## src/rtl/btn_pkg.sv

```systemverilog
// Shared types and constants for the push-button conditioner.
package btn_pkg;

    typedef enum logic [1:0] {
        StIdle        = 2'd0,
        StPressWait   = 2'd1,
        StPressed     = 2'd2,
        StReleaseWait = 2'd3
    } btn_state_e;

    // Defaults assume a 100 MHz clock: 10 ms debounce, 2 s long press.
    localparam int unsigned STABLE_CYCLES_DEF = 1_000_000;
    localparam int unsigned LONG_CYCLES_DEF   = 200_000_000;
    localparam int unsigned N_BTN_DEF         = 3;

    localparam int unsigned BTN_ENTER = 0;
    localparam int unsigned BTN_OOPS  = 1;
    localparam int unsigned BTN_RST   = 2;

endpackage

```

## src/rtl/btn_conditioner_if.sv

```systemverilog
// Raw button inputs and conditioned outputs; master drives buttons, slave is the conditioner.
interface btn_conditioner_if #(
    parameter int unsigned N_BTN = 3
);
    logic [N_BTN-1:0] btn_i;
    logic [N_BTN-1:0] btn_level;
    logic [N_BTN-1:0] btn_press;
    logic [N_BTN-1:0] btn_release;
    logic [N_BTN-1:0] btn_long;

    modport master (
        output btn_i,
        input  btn_level,
        input  btn_press,
        input  btn_release,
        input  btn_long
    );

    modport slave (
        input  btn_i,
        output btn_level,
        output btn_press,
        output btn_release,
        output btn_long
    );
endinterface

```

## src/rtl/btn_channel.sv

```systemverilog
// One button: 2-FF synchroniser, 4-state debounce FSM, registered level/press/release pulses.
// Optional hold counter and long-press pulse when BTN_LONGPRESS_EN is defined.
module btn_channel
    import btn_pkg::*;
#(
    parameter int unsigned STABLE_CYCLES = STABLE_CYCLES_DEF,
    parameter int unsigned LONG_CYCLES   = LONG_CYCLES_DEF
) (
    input  logic clk,
    input  logic rst_n,
    input  logic btn_i,
    output logic level_o,
    output logic press_o,
    output logic release_o,
    output logic long_o
);
    localparam int unsigned     CNT_W    = $clog2(STABLE_CYCLES + 1);
    localparam logic [CNT_W-1:0] CNT_LAST = CNT_W'(STABLE_CYCLES - 1);

    if (STABLE_CYCLES < 2 || LONG_CYCLES < 2) begin : g_cfg_check
        $error("btn_channel: STABLE_CYCLES and LONG_CYCLES must be >= 2");
    end

    logic             meta_q, sync_q;
    btn_state_e       state_q, state_d;
    logic [CNT_W-1:0] cnt_q, cnt_d;
    logic             level_q, level_d;
    logic             press_q, press_d;
    logic             release_q, release_d;

    always_ff @(posedge clk or negedge rst_n) begin
        if (!rst_n) begin
            meta_q    <= 1'b0;
            sync_q    <= 1'b0;
            state_q   <= StIdle;
            cnt_q     <= '0;
            level_q   <= 1'b0;
            press_q   <= 1'b0;
            release_q <= 1'b0;
        end else begin
            meta_q    <= btn_i;
            sync_q    <= meta_q;
            state_q   <= state_d;
            cnt_q     <= cnt_d;
            level_q   <= level_d;
            press_q   <= press_d;
            release_q <= release_d;
        end
    end

    always_comb begin
        state_d   = state_q;
        cnt_d     = cnt_q;
        level_d   = level_q;
        press_d   = 1'b0;
        release_d = 1'b0;
        unique case (state_q)
            StIdle: begin
                if (sync_q) begin
                    state_d = StPressWait;
                    cnt_d   = CNT_W'(1);
                end
            end
            StPressWait: begin
                if (!sync_q) begin
                    state_d = StIdle;
                    cnt_d   = '0;
                end else if (cnt_q == CNT_LAST) begin
                    state_d = StPressed;
                    cnt_d   = '0;
                    level_d = 1'b1;
                    press_d = 1'b1;
                end else begin
                    cnt_d = cnt_q + CNT_W'(1);
                end
            end
            StPressed: begin
                if (!sync_q) begin
                    state_d = StReleaseWait;
                    cnt_d   = CNT_W'(1);
                end
            end
            StReleaseWait: begin
                if (sync_q) begin
                    state_d = StPressed;
                    cnt_d   = '0;
                end else if (cnt_q == CNT_LAST) begin
                    state_d   = StIdle;
                    cnt_d     = '0;
                    level_d   = 1'b0;
                    release_d = 1'b1;
                end else begin
                    cnt_d = cnt_q + CNT_W'(1);
                end
            end
        endcase
    end

    assign level_o   = level_q;
    assign press_o   = press_q;
    assign release_o = release_q;

`ifdef BTN_LONGPRESS_EN
    localparam int unsigned HOLD_W = $clog2(LONG_CYCLES + 1);

    logic [HOLD_W-1:0] hold_q, hold_d;
    logic              long_q, long_d;
    logic              holding;

    // Hold counter restarts only on a fresh qualified press, so release bounces
    // (ReleaseWait -> Pressed) cannot retrigger the long pulse.
    always_comb begin
        holding = (state_q == StPressed) || (state_q == StReleaseWait);
        hold_d  = hold_q;
        long_d  = 1'b0;
        if (state_q == StPressWait && state_d == StPressed) begin
            hold_d = '0;
        end else if (holding && hold_q != HOLD_W'(LONG_CYCLES)) begin
            hold_d = hold_q + HOLD_W'(1);
        end
        if (holding && hold_q == HOLD_W'(LONG_CYCLES - 1)) begin
            long_d = 1'b1;
        end
    end

    always_ff @(posedge clk or negedge rst_n) begin
        if (!rst_n) begin
            hold_q <= '0;
            long_q <= 1'b0;
        end else begin
            hold_q <= hold_d;
            long_q <= long_d;
        end
    end

    assign long_o = long_q;
`else
    assign long_o = 1'b0;
`endif

endmodule

```

## src/rtl/btn_conditioner.sv

```systemverilog
// Push-button conditioner: N_BTN independent synchronise/debounce channels.
// Define BTN_LONGPRESS_EN to enable the per-channel long-press pulse.
module btn_conditioner
    import btn_pkg::*;
#(
    parameter int unsigned N_BTN         = N_BTN_DEF,
    parameter int unsigned STABLE_CYCLES = STABLE_CYCLES_DEF,
    parameter int unsigned LONG_CYCLES   = LONG_CYCLES_DEF
) (
    input logic              clk,
    input logic              rst_n,
    btn_conditioner_if.slave bus
);
    logic [N_BTN-1:0] level;
    logic [N_BTN-1:0] press;
    logic [N_BTN-1:0] rel;
    logic [N_BTN-1:0] lng;

    for (genvar i = 0; i < N_BTN; i++) begin : g_chan
        btn_channel #(
            .STABLE_CYCLES(STABLE_CYCLES),
            .LONG_CYCLES  (LONG_CYCLES)
        ) u_chan (
            .clk      (clk),
            .rst_n    (rst_n),
            .btn_i    (bus.btn_i[i]),
            .level_o  (level[i]),
            .press_o  (press[i]),
            .release_o(rel[i]),
            .long_o   (lng[i])
        );
    end

    assign bus.btn_level   = level;
    assign bus.btn_press   = press;
    assign bus.btn_release = rel;
    assign bus.btn_long    = lng;

endmodule

```

## src/flat_wrapper.sv

```systemverilog
// flat-port wrapper written by rule: the top's interface ports become plain ports
module btn_conditioner_flat import btn_pkg::*;
#(
    parameter int unsigned N_BTN         = N_BTN_DEF,
    parameter int unsigned STABLE_CYCLES = STABLE_CYCLES_DEF,
    parameter int unsigned LONG_CYCLES   = LONG_CYCLES_DEF
)
  (clk, rst_n, bus_btn_i, bus_btn_level, bus_btn_press, bus_btn_release, bus_btn_long);
  btn_conditioner_if #(.N_BTN(N_BTN)) bus_i ();
  input logic clk;
  input logic rst_n;
  input wire logic [$bits(bus_i.btn_i)-1:0] bus_btn_i;
  output wire logic [$bits(bus_i.btn_level)-1:0] bus_btn_level;
  output wire logic [$bits(bus_i.btn_press)-1:0] bus_btn_press;
  output wire logic [$bits(bus_i.btn_release)-1:0] bus_btn_release;
  output wire logic [$bits(bus_i.btn_long)-1:0] bus_btn_long;
  assign bus_i.btn_i = bus_btn_i;
  assign bus_btn_level = bus_i.btn_level;
  assign bus_btn_press = bus_i.btn_press;
  assign bus_btn_release = bus_i.btn_release;
  assign bus_btn_long = bus_i.btn_long;
  btn_conditioner #(.N_BTN(N_BTN), .STABLE_CYCLES(STABLE_CYCLES), .LONG_CYCLES(LONG_CYCLES)) u_core (.clk(clk), .rst_n(rst_n), .bus(bus_i));
endmodule
```

## config.mk

```make
export PLATFORM = sky130hd
export DESIGN_NAME = btn_conditioner_flat
export DESIGN_NICKNAME = d
export VERILOG_FILES = /design/src/rtl/btn_pkg.sv /design/src/rtl/btn_conditioner_if.sv /design/src/rtl/btn_channel.sv /design/src/rtl/btn_conditioner.sv /design/src/flat_wrapper.sv
export SDC_FILE = /design/constraint.sdc
export NUM_CORES = 1
export LEC_CHECK = 0
export CORE_MARGIN = 10
export CORE_UTILIZATION = 65
export DETAILED_ROUTE_END_ITERATION = 8
export PLACE_DENSITY = 0.83
export SLEW_MARGIN = 10
export SYNTH_ARGS = -nofsm -noshare
export SYNTH_HDL_FRONTEND = slang
export SYNTH_SLANG_ARGS = --single-unit
```

## constraint.sdc

```tcl
create_clock -name clk -period 3.41 [get_ports clk]
set_clock_uncertainty 0.1 [all_clocks]
set_input_delay 0.8525 -clock clk [delete_from_list [all_inputs] [get_ports clk]]
set_output_delay 0.8525 -clock clk [all_outputs]
set_load 0.005 [all_outputs]
```

==> results.txt <==
Final Hold Slack -> 0.2523 ns
Clock Sinks -> 81
RSZ-0062 raised after global routing -> false
initial antenna violation count -> 0
final wirelength -> 8698 um
power share of the clock group -> 26.7%
nets -> 455
post-CTS setup buffers -> 0
Comb power frac -> 26.2%
Std-Cell Rows -> 29
internal power -> 1.575 mW
Hold Path Cell Cnt -> 0
fillers -> 455
distinct cell type count after synthesis -> 51
count of final setup violators -> 0
Routability Congestion -> 0.8459
Detail Placement HPWL -> 5755 um
Psw -> 0.8564 mW
CP max FO -> 17
Final Hold Viols -> 0
Ports -> 17
clk buf depth -> 2
WP data required -> 3.53 ns
Slew headroom -> 33.68%
Synth Register Bits -> 81
sequential fraction of the synthesis area -> 48.03%
commonest non-fill, non-tap cell in the layout -> dfrtp_1
reg2reg path depth -> 7
antenna-violating nets left -> 0
Root Driver -> clkbuf_8
Worst Setup End Kind -> register
CP arrival -> 2.52 ns
asr flop ratio synth -> 100.0%
Sw Ratio -> 35.23%
Hold Crit Class -> register to register
area of the multi-input gates -> 1981 um^2
Static Leak -> 1.844 nW
CP cell instances -> ha_1, nand3_1, nor4_4, a21oi_2, buf_4, a41oi_1, a31oi_1
PnR worst setup slack -> 1.009 ns
total power -> 2.431 mW
Vias -> 3,396
Max Fclk -> 416.4 MHz
Avg Inst Size Synth -> 9.420 um^2
Reg area -> 2027 um^2
Post-CTS Resized -> 0
fin crit share -> 70.42%
area leader, netlist -> dfrtp_1
most frequent cells in the layout -> dfrtp_1, nand2_1, nand3_1, a21oi_1, a31oi_1
Cell Pwr Density -> 542.5 nW/um^2
largest net degree at the start of global routing -> 82
met2 WL post-DR -> 4150 um
vias per inst -> 6.432
R2R setup slack -> 1.01 ns
Post-synth EDFFs -> 0
die area -> 10,120 um^2
Post-Layout Cell Count -> 528
routed length on met3 -> 429 um
Synth Cell Area -> 4220 um^2
max incr delay on CP -> 0.47 ns
die height -> 100.6 um
maximum vdd drop -> 0.0005459 V
setup TNS -> 0 ns
Yosys warnings -> 0
Setup CP Type -> register to register
initial core utilization -> 66.85%
CTS tree -> built
outcome -> completed
Die X -> 100.6 um
drt initial violations -> 264
post-synth top area share -> 48.03%
layout cell share with drive strength beyond 1 -> 7.317%
global-route wire length before repair -> 15,100 um
CP startpoint kind -> register
port buffer count -> 13
min Tclk post-route -> 2.401 ns
max-slew violations -> 0
cts bufs inserted -> 9
number of max-cap violations -> 0
Crit-path slowest cell -> nor4_4
top sig layer -> met4
Worst Max-Slew Pin Slew -> 0.9947 ns
ant diodes -> 0
M1 wire length -> 4016 um
Mapped Cells -> 448
cts hold-fix bufs -> 0
Flop pwr share -> 47.1%
Core Box Area -> 6314 um^2
synthesis-to-finish area growth -> 6.167%
H-tree levels -> 3
pre-CTS WS -> 0.8622 ns
GRT Residual Overflow -> 0
clock slew at reported path FFs -> 0.08 ns
WL/cell -> 16.47 um
router iterations before antenna repair -> 5
largest cells by area after synthesis -> dfrtp_1, a31oi_1, nand2_1, a21oi_1, nand3_1
Top FF cell, synth -> dfrtp_1
number of global-route vias before repair -> 3,170
Post-Place Cells -> 513
clock latency on the worst-skew pair -> 0.35 ns
DRC viols -> 0
GRT Total Usage -> 17.94%
==> layout make-up <==
type	instances	share of cell area (%)
sequential	81	45.24
inverter	14	1.173
clock buffer	13	3.770
timing repair buffer	15	3.183
tap	77	2.150
multi-input combinational	326	44.21
clock inverter	2	0.2793
==> final timing paths <==
check                                                    end                              from
setup / recovery            u_core.g_chan[2].u_chan.cnt_q[3]  u_core.g_chan[2].u_chan.cnt_q[0]
hold / removal                u_core.g_chan[1].u_chan.sync_q    u_core.g_chan[1].u_chan.meta_q
setup reg to reg            u_core.g_chan[2].u_chan.cnt_q[3]  u_core.g_chan[2].u_chan.cnt_q[0]
hold reg to reg               u_core.g_chan[1].u_chan.sync_q    u_core.g_chan[1].u_chan.meta_q
max in group asynchronous  u_core.g_chan[2].u_chan.cnt_q[17]                             rst_n
min in group asynchronous  u_core.g_chan[1].u_chan.cnt_q[19]                             rst_n
==> cells by family (layout without fill, tap and decap cells) <==
family                     Yosys count  count (layout)  share of synthesized area, %
other                                1               3                       0.08886
and+or+nand+nor                    177             177                         23.27
muxes                                8               8                         1.957
xor gates and xnor gates             3               3                        0.6227
AOI/OAI and AO/OA                  132             132                         19.66
buffers and inverters               43              44                         5.484
DFF                                 81              81                         48.03
adders and majority gates            3               3                        0.8895
==> flip-flops by register name, summed over array words and instances (netlist names), named ones only <==
register / cells
u_core.g_chan.u_chan.cnt_q: 60
u_core.g_chan.u_chan.level_o: 3
u_core.g_chan.u_chan.meta_q: 3
u_core.g_chan.u_chan.press_o: 3
u_core.g_chan.u_chan.release_o: 3
u_core.g_chan.u_chan.state_q: 3
u_core.g_chan.u_chan.sync_q: 3
==> per-stage QoR <==
step	instance area [um^2]	utilization [%]
floorplan	4228	-
global placement	4292	67.97
detailed placement	4292	67.97
CTS	4473	70.85
global route	4481	70.97
finish	4481	70.97
==> power groups by stage <==
stage          clock [mW]  combinational (mW)  sequential, mW
3_3_place_gp            0               0.594            1.15
4_1_cts             0.656               0.628            1.14
2_1_floorplan           0               0.521            1.13
6_report            0.649               0.637            1.14
5_1_grt             0.695               0.714            1.16
3_5_place_dp            0               0.625            1.16
==> per-layer routing <==
| metal | global-route usage [%] | up-vias |
|---|---|---|
| li1 | - | 1656 |
| met1 | 24.37 | 1629 |
| met2 | 27.20 | 100 |
| met3 | 4.252 | 11 |
| met4 | 6.739 | 0 |
| met5 | 0 | - |
==> Yosys cell counts, types with 3 or more instances <==
cell type,number
nor4_2,3
nor3_1,13
a21o_1,10
or4_1,3
o21a_1,6
nor3b_1,3
nand2b_1,7
nand3_1,34
mux2i_1,6
or3_1,4
buf_4,13
xor2_1,3
a21oi_1,34
clkbuf_1,9
buf_2,5
nor2_1,18
nand2_1,47
or2_2,4
nor4_1,6
o21bai_1,3
ha_1,3
a22o_1,6
nand4_1,13
and3_1,5
o21ai_0,24
a31oi_1,32
inv_1,14
dfrtp_1,81
a41oi_1,8
and4_1,3
==> worst max-delay path, delay by kind of cell (launching register included) <==
kind            cells  cell delay (ns)
buf+inv             1             0.27
simple gates        2             0.69
compound gates      3             0.56
flops               1             0.42
fa+ha+maj           1             0.24
(Power assumes the default switching activity.)
